## config.mk

```make
export PLATFORM = sky130hd
export DESIGN_NAME = output_stream_scheduler_flat
export DESIGN_NICKNAME = d
export VERILOG_FILES = /design/src/rtl/output_stream_scheduler_if.sv /design/src/rtl/output_stream_scheduler.sv /design/src/flat_wrapper.sv
export SDC_FILE = /design/constraint.sdc
export NUM_CORES = 1
export LEC_CHECK = 0
export BUFFER_PORTS_ARGS = -buffer_cell sky130_fd_sc_hd__buf_2
export CORE_ASPECT_RATIO = 1.2
export CORE_MARGIN = 2
export CORE_UTILIZATION = 46
export DETAILED_ROUTE_END_ITERATION = 8
export GPL_TIMING_DRIVEN = 0
export PLACE_DENSITY_LB_ADDON = 0.1
export SLEW_MARGIN = 20
export SYNTH_ARGS = -nofsm -noshare
export SYNTH_HDL_FRONTEND = slang
export SYNTH_SLANG_ARGS = --single-unit
```

## constraint.sdc

```tcl
create_clock -name aclk -period 1.9 [get_ports aclk]
set_input_delay 0.38 -clock aclk [delete_from_list [all_inputs] [get_ports aclk]]
set_output_delay 0.38 -clock aclk [all_outputs]
set_load 0.02 [all_outputs]
```

## src/rtl/output_stream_scheduler_if.sv

```systemverilog
// Signal bundle between two word requesters, the scheduler and its AXI4-Stream sink.
// The master modport is the scheduler's view; the slave modport is the environment's view.
interface output_stream_scheduler_if #(
  parameter int AXI_WIDTH    = 8,
  parameter int BUFFER_WIDTH = 35
);
  logic [BUFFER_WIDTH-1:0] req0_data;
  logic [BUFFER_WIDTH-1:0] req1_data;
  logic                    req0_valid;
  logic                    req1_valid;
  logic                    req0_ready;
  logic                    req1_ready;
  logic [AXI_WIDTH-1:0]    m_tdata;
  logic                    m_tvalid;
  logic                    m_tready;
  logic                    m_tlast;
  logic                    m_tid;
  logic                    busy;

  modport master (
    input  req0_data, req1_data, req0_valid, req1_valid, m_tready,
    output req0_ready, req1_ready, m_tdata, m_tvalid, m_tlast, m_tid, busy
  );

  modport slave (
    output req0_data, req1_data, req0_valid, req1_valid, m_tready,
    input  req0_ready, req1_ready, m_tdata, m_tvalid, m_tlast, m_tid, busy
  );
endinterface

```

## src/rtl/output_stream_scheduler.sv

```systemverilog
// Serialises words from two requesters into AXI4-Stream beats, one requester per line of
// LINE_WORDS words, with a round-robin pointer that flips after every completed line.
module output_stream_scheduler #(
  parameter int AXI_WIDTH         = 8,
  parameter int BUFFER_WIDTH      = 35,
  parameter int NUM_PACKETS       = 5,
  parameter int LAST_PACKET_WIDTH = 3,
  parameter int LINE_WORDS        = 4
) (
  input logic                       aclk,
  input logic                       areset,
  output_stream_scheduler_if.master bus
);

  localparam int PAD_W  = NUM_PACKETS * AXI_WIDTH;
  localparam int BEAT_W = (NUM_PACKETS > 1) ? $clog2(NUM_PACKETS) : 1;
  localparam int WORD_W = (LINE_WORDS > 1) ? $clog2(LINE_WORDS) : 1;
  localparam logic [BEAT_W-1:0] LAST_BEAT = BEAT_W'(NUM_PACKETS - 1);
  localparam logic [WORD_W-1:0] LAST_WORD = WORD_W'(LINE_WORDS - 1);
  localparam logic [AXI_WIDTH-1:0] FULL_MASK = {AXI_WIDTH{1'b1}};
  localparam logic [AXI_WIDTH-1:0] LAST_MASK = FULL_MASK >> (AXI_WIDTH - LAST_PACKET_WIDTH);

  typedef enum logic [1:0] {
    ST_IDLE = 2'd0,
    ST_LOAD = 2'd1,
    ST_SEND = 2'd2
  } state_t;

  state_t                  state_q, state_d;
  logic                    sel_q, sel_d;
  logic                    prio_q, prio_d;
  logic [BEAT_W-1:0]       beat_q, beat_d;
  logic [WORD_W-1:0]       word_q, word_d;
  logic [PAD_W-1:0]        shift_q, shift_d;
  logic                    tvalid_q, tvalid_d;
  logic [AXI_WIDTH-1:0]    tdata_q, tdata_d;
  logic                    tlast_q, tlast_d;
  logic                    tid_q, tid_d;
  logic                    busy_q, busy_d;

  logic                    sel_valid;
  logic [BUFFER_WIDTH-1:0] sel_data;
  logic                    beat_fire;

  // The low beat of the shift register, with unused high bits cleared on the final beat.
  function automatic logic [AXI_WIDTH-1:0] beat_slice(input logic [PAD_W-1:0] sh,
                                                      input logic final_beat);
    return sh[AXI_WIDTH-1:0] & (final_beat ? LAST_MASK : FULL_MASK);
  endfunction

  assign sel_valid      = sel_q ? bus.req1_valid : bus.req0_valid;
  assign sel_data       = sel_q ? bus.req1_data : bus.req0_data;
  assign beat_fire      = tvalid_q && bus.m_tready;
  assign bus.req0_ready = (state_q == ST_LOAD) && !sel_q;
  assign bus.req1_ready = (state_q == ST_LOAD) && sel_q;
  assign bus.m_tdata    = tdata_q;
  assign bus.m_tvalid   = tvalid_q;
  assign bus.m_tlast    = tlast_q;
  assign bus.m_tid      = tid_q;
  assign bus.busy       = busy_q;

  // Next-state, counter and registered-output logic.
  always_comb begin
    state_d  = state_q;
    sel_d    = sel_q;
    prio_d   = prio_q;
    beat_d   = beat_q;
    word_d   = word_q;
    shift_d  = shift_q;
    tvalid_d = tvalid_q;
    tdata_d  = tdata_q;
    tlast_d  = tlast_q;
    tid_d    = tid_q;
    case (state_q)
      ST_IDLE: begin
        if (bus.req0_valid || bus.req1_valid) begin
          sel_d   = (prio_q ? bus.req1_valid : bus.req0_valid) ? prio_q : ~prio_q;
          state_d = ST_LOAD;
        end else begin
          state_d = ST_IDLE;
        end
      end
      ST_LOAD: begin
        // The line stays locked to sel until its owner presents the next word.
        if (sel_valid) begin
          shift_d  = PAD_W'(sel_data);
          beat_d   = {BEAT_W{1'b0}};
          tvalid_d = 1'b1;
          tdata_d  = beat_slice(shift_d, NUM_PACKETS == 1);
          tlast_d  = (NUM_PACKETS == 1) && (word_q == LAST_WORD);
          tid_d    = sel_q;
          state_d  = ST_SEND;
        end else begin
          state_d = ST_LOAD;
        end
      end
      ST_SEND: begin
        if (beat_fire && (beat_q == LAST_BEAT)) begin
          tvalid_d = 1'b0;
          tlast_d  = 1'b0;
          beat_d   = {BEAT_W{1'b0}};
          if (word_q == LAST_WORD) begin
            word_d  = {WORD_W{1'b0}};
            prio_d  = ~sel_q;
            state_d = ST_IDLE;
          end else begin
            word_d  = word_q + WORD_W'(1);
            state_d = ST_LOAD;
          end
        end else if (beat_fire) begin
          shift_d = shift_q >> AXI_WIDTH;
          beat_d  = beat_q + BEAT_W'(1);
          tdata_d = beat_slice(shift_d, beat_d == LAST_BEAT);
          tlast_d = (beat_d == LAST_BEAT) && (word_q == LAST_WORD);
        end else begin
          state_d = ST_SEND;
        end
      end
      default: begin
        state_d = ST_IDLE;
      end
    endcase
    busy_d = (state_d != ST_IDLE);
  end

  // State and output registers; reset discards any partially sent line.
  always_ff @(posedge aclk or negedge areset) begin
    if (!areset) begin
      state_q  <= ST_IDLE;
      sel_q    <= 1'b0;
      prio_q   <= 1'b0;
      beat_q   <= {BEAT_W{1'b0}};
      word_q   <= {WORD_W{1'b0}};
      shift_q  <= {PAD_W{1'b0}};
      tvalid_q <= 1'b0;
      tdata_q  <= {AXI_WIDTH{1'b0}};
      tlast_q  <= 1'b0;
      tid_q    <= 1'b0;
      busy_q   <= 1'b0;
    end else begin
      state_q  <= state_d;
      sel_q    <= sel_d;
      prio_q   <= prio_d;
      beat_q   <= beat_d;
      word_q   <= word_d;
      shift_q  <= shift_d;
      tvalid_q <= tvalid_d;
      tdata_q  <= tdata_d;
      tlast_q  <= tlast_d;
      tid_q    <= tid_d;
      busy_q   <= busy_d;
    end
  end

endmodule

```

## src/flat_wrapper.sv

```systemverilog
// flat-port wrapper written by rule: the top's interface ports become plain ports
module output_stream_scheduler_flat 
#(
  parameter int AXI_WIDTH         = 8,
  parameter int BUFFER_WIDTH      = 35,
  parameter int NUM_PACKETS       = 5,
  parameter int LAST_PACKET_WIDTH = 3,
  parameter int LINE_WORDS        = 4
)
  (aclk, areset, bus_req0_data, bus_req1_data, bus_req0_valid, bus_req1_valid, bus_m_tready, bus_req0_ready, bus_req1_ready, bus_m_tdata, bus_m_tvalid, bus_m_tlast, bus_m_tid, bus_busy);
  output_stream_scheduler_if #(.AXI_WIDTH(AXI_WIDTH), .BUFFER_WIDTH(BUFFER_WIDTH)) bus_i ();
  input logic aclk;
  input logic areset;
  input wire logic [$bits(bus_i.req0_data)-1:0] bus_req0_data;
  input wire logic [$bits(bus_i.req1_data)-1:0] bus_req1_data;
  input wire logic [$bits(bus_i.req0_valid)-1:0] bus_req0_valid;
  input wire logic [$bits(bus_i.req1_valid)-1:0] bus_req1_valid;
  input wire logic [$bits(bus_i.m_tready)-1:0] bus_m_tready;
  output wire logic [$bits(bus_i.req0_ready)-1:0] bus_req0_ready;
  output wire logic [$bits(bus_i.req1_ready)-1:0] bus_req1_ready;
  output wire logic [$bits(bus_i.m_tdata)-1:0] bus_m_tdata;
  output wire logic [$bits(bus_i.m_tvalid)-1:0] bus_m_tvalid;
  output wire logic [$bits(bus_i.m_tlast)-1:0] bus_m_tlast;
  output wire logic [$bits(bus_i.m_tid)-1:0] bus_m_tid;
  output wire logic [$bits(bus_i.busy)-1:0] bus_busy;
  assign bus_i.req0_data = bus_req0_data;
  assign bus_i.req1_data = bus_req1_data;
  assign bus_i.req0_valid = bus_req0_valid;
  assign bus_i.req1_valid = bus_req1_valid;
  assign bus_i.m_tready = bus_m_tready;
  assign bus_req0_ready = bus_i.req0_ready;
  assign bus_req1_ready = bus_i.req1_ready;
  assign bus_m_tdata = bus_i.m_tdata;
  assign bus_m_tvalid = bus_i.m_tvalid;
  assign bus_m_tlast = bus_i.m_tlast;
  assign bus_m_tid = bus_i.m_tid;
  assign bus_busy = bus_i.busy;
  output_stream_scheduler #(.AXI_WIDTH(AXI_WIDTH), .BUFFER_WIDTH(BUFFER_WIDTH), .NUM_PACKETS(NUM_PACKETS), .LAST_PACKET_WIDTH(LAST_PACKET_WIDTH), .LINE_WORDS(LINE_WORDS)) u_core (.aclk(aclk), .areset(areset), .bus(bus_i));
endmodule
```

==> reports/qor.yml <==
detailed_routing:
  wire_per_inst_um: 14.9
  vias_per_cell: 5.02
  drc_errors: 0
  ant_nets: 0
  routed-via-count: 2331
  routed_wl_um: 6930
  dr.pass1.iters: 4
  drt_iter0_markers: 74
layout:
  diodes: 0
  drive_gt1_share_pct: 46.6
  num-fill-cells: 522
  syn_to_final_growth_pct: 40.5
  multi_input_area_mm2: 0.00160
  final-seq-area_mm2: 0.00120
  final_nets: 464
critical_path:
  cp_num_buf_inv: 3
  cpMaxStageDelayCell: "dfrtp_1"
  end_kind: "flop"
  crit_chain: "inv_2 -> ha_4 -> inv_2 -> a221o_2 -> nand2b_4 -> bufbuf_16 -> mux2_4"
  cp_top_family: "flip-flops"
  critPathLaunchType: "flop"
  critPathRequiredTime_ns: 2.09
  crit_type: "reg2reg"
  max_stage_delay_ns: 0.43
  cp_common_cell: "inv_2"
  critPathArrivalTime_ns: 2.21
  critPathMaxFanout: 5
power_and_ir_drop:
  total_leakage_power_nw: 2.01
  peakVddDrop_uv: 1010
  power_density_mw_per_mm2: 1790
status:
  status: "complete, but fails checks"
  violations: "negative setup slack"
global_route:
  grt_antenna_before_repair: 0
  grt_pass1_vias: 2254
  grt_overflow_total: 0
  grt.total_usage_pct: 20.8
  grt_pass1_wl_um: 10500
  grt_max_degree: 49
job:
  cap_violations: 0
sta:
  hold_viol: 0
  tightest_slew_ns: 0.794
  post-route-period-util_pct: 107
  grt_setup_unrepaired: "true"
  timing.setup.tns_ns: -2.37
  whs_ns: 0.0814
  layout_setup_ws_ns: -0.124
  max_clock_freq_ghz: 0.494
  finClkSkew_ns: 0.00384
  slew_headroom_pct: 47.0
  setup_viol: 24
  fin_crit_ns: 2.02
  drv_slew: 0
floorplanning:
  rows: 31
  num_io_pins: 89
  die_h_um: 89.6
  core_mm2: 0.00597
  die_x_um: 75.3
  dieArea_mm2: 0.00674
  start_util_pct: 47.0
synth:
  syn_area_mm2: 0.00281
  ys_ff_latch: 48
  async_flop_share_pct: 100
  ys_seq_area_share_pct: 42.8
  syn_inst: 267
  syn_avg_cell_area_um2: 10.5
  synth_edf_count: 0
  synth_flop_cell: "dfrtp_1"
  syn_nets: 350
  synth_warnings: 0
  yosysUniqueCellTypes: 34
place:
  routabilityCongestion: 0.810
  numPortBuffers: 88
  dp_hpwl_um: 4830
clocking:
  cts_max_path_buffers: 2
  htreeDepth: 2
  cts_buffers: 5
  path_clk_slew_ns: 0.09
  cts_num_sinks: 48
  ctsRootBufferMaster: "clkbuf_8"
  cts_tree: "done"
  clk_latency_ns: 0.30
  ctsHoldBuffers: 0
min_path:
  min-delay-path-class: "in2async"
## worst reg2reg max path, stage by stage (launching register included)
cell	delay, ns
dfrtp_1	0.43
inv_2	0.10
ha_4	0.27
inv_2	0.03
a221o_2	0.32
nand2b_4	0.19
bufbuf_16	0.28
mux2_4	0.29
## flip-flops by register name (all words and copies together), names as in the netlist
register,count
u_core.bus.busy,1
u_core.prio_q,1
u_core.shift_q,27
u_core.word_q,2
u_core.bus.m_tlast,1
u_core.bus.m_tdata,8
u_core.bus.m_tvalid,1
u_core.bus.m_tid,1
u_core.beat_q,3
u_core.state_q,2
u_core.sel_q,1
## cell families after synthesis
logic type	Yosys count	synth area share [%]
fa+ha+maj	8	3.57
mux	65	26.5
compound gates	57	12.7
buf+inv	35	6.02
simple gates	53	8.16
xor+xnor	1	0.312
flops	48	42.8
## placed cells by master, fill, tap and decap left out, drive strengths merged, types with 6 or more instances in the layout
cell type  instances
clkbuf            18
mux2i             42
nor2               7
a21o              10
mux2              23
dfrtp             48
nand2             29
inv               14
nor3               9
a31oi              6
o21ai             28
ha                 8
buf              116
## final cells by class
type	count	share of cell area [%]
multi-input combinational	184	40.5
sequential	48	30.5
timing repair buffer	109	17.9
buffer	19	4.06
tap	82	2.60
clock buffer	7	2.44
inverter	14	1.33
clock inverter	1	0.762
## where the power goes
| group | switching (mW) | internal [mW] | leakage, nW |
|---|---|---|---|
| Combinational | 1.94 | 2.59 | 1.37 |
| Clock | 0.341 | 0.465 | 0.0645 |
| Sequential | 0.236 | 1.49 | 0.585 |
| Total | 2.52 | 4.54 | 2.01 |
## cell usage after synthesis, types with 2 or more instances
library cell / instances / area share [%]
nor2_1: 7 / 0.94
clkbuf_1: 10 / 1.3
nand2b_1: 3 / 0.67
dfrtp_1: 48 / 43
mux2_4: 17 / 9.1
mux2i_1: 42 / 15
a31oi_1: 6 / 1.3
mux2_2: 6 / 2.4
buf_1: 2 / 0.27
buf_2: 3 / 0.53
inv_1: 14 / 1.9
buf_4: 3 / 0.80
nor3_1: 9 / 1.6
o21ai_0: 28 / 5.0
buf_6: 3 / 1.2
a32o_1: 2 / 0.71
a21oi_1: 3 / 0.53
a21o_1: 10 / 2.7
nand2_1: 29 / 3.9
ha_1: 8 / 3.6
## timing repair
action                                  in CTS  in global routing
pin swaps                                    3                  7
gates resized for setup                     23                 23
gates cloned                                 2                  1
hold endpoints to repair                     0                  0
endpoints found under the setup margin      43                 37
buffers inserted                            15                  3
## per-stage QoR
stage	cells	cell area (um^2)	worst slack (ns)	util, %	power, mW
finish	464	3940	-0.124	66.0	7.05
global route	464	3940	-0.200	66.0	7.51
CTS	460	3800	-0.117	63.6	6.71
detailed placement	437	3390	-0.270	56.8	5.04
global placement	437	3390	-0.250	56.8	4.98
floorplan	267	2850	-0.0131	-	4.29
## per-layer routing
metal	vias up	global-route usage, %	routed length (um)
li1	1162	-	-
met1	1105	26.8	3080
met2	57	36.0	3500
met3	7	3.49	284
met4	0	5.42	62
met5	-	0	0
## final timing paths
| path | startpoint | to | slack [ns] | cells after the start |
|---|---|---|---|---|
| worst min register to register | u_core.shift_q[30]$_DFFE_PN0P_ | u_core.shift_q[30]$_DFFE_PN0P_ | 0.48 | 1 |
| worst min-delay path | areset | u_core.bus.m_tdata[2]$_DFFE_PN0P_ | 0.08 | 1 |
| worst max register to register | u_core.state_q[1]$_DFF_PN0_ | u_core.shift_q[17]$_DFFE_PN0P_ | -0.12 | 7 |
| min in group aclk | bus_req1_valid | u_core.bus.m_tid$_DFFE_PN0P_ | 0.37 | 2 |
| max in group asynchronous | areset | u_core.shift_q[24]$_DFFE_PN0P_ | 1.41 | 1 |
| worst max-delay path | u_core.state_q[1]$_DFF_PN0_ | u_core.shift_q[17]$_DFFE_PN0P_ | -0.12 | 7 |
Power figures use the tool's default switching activity.
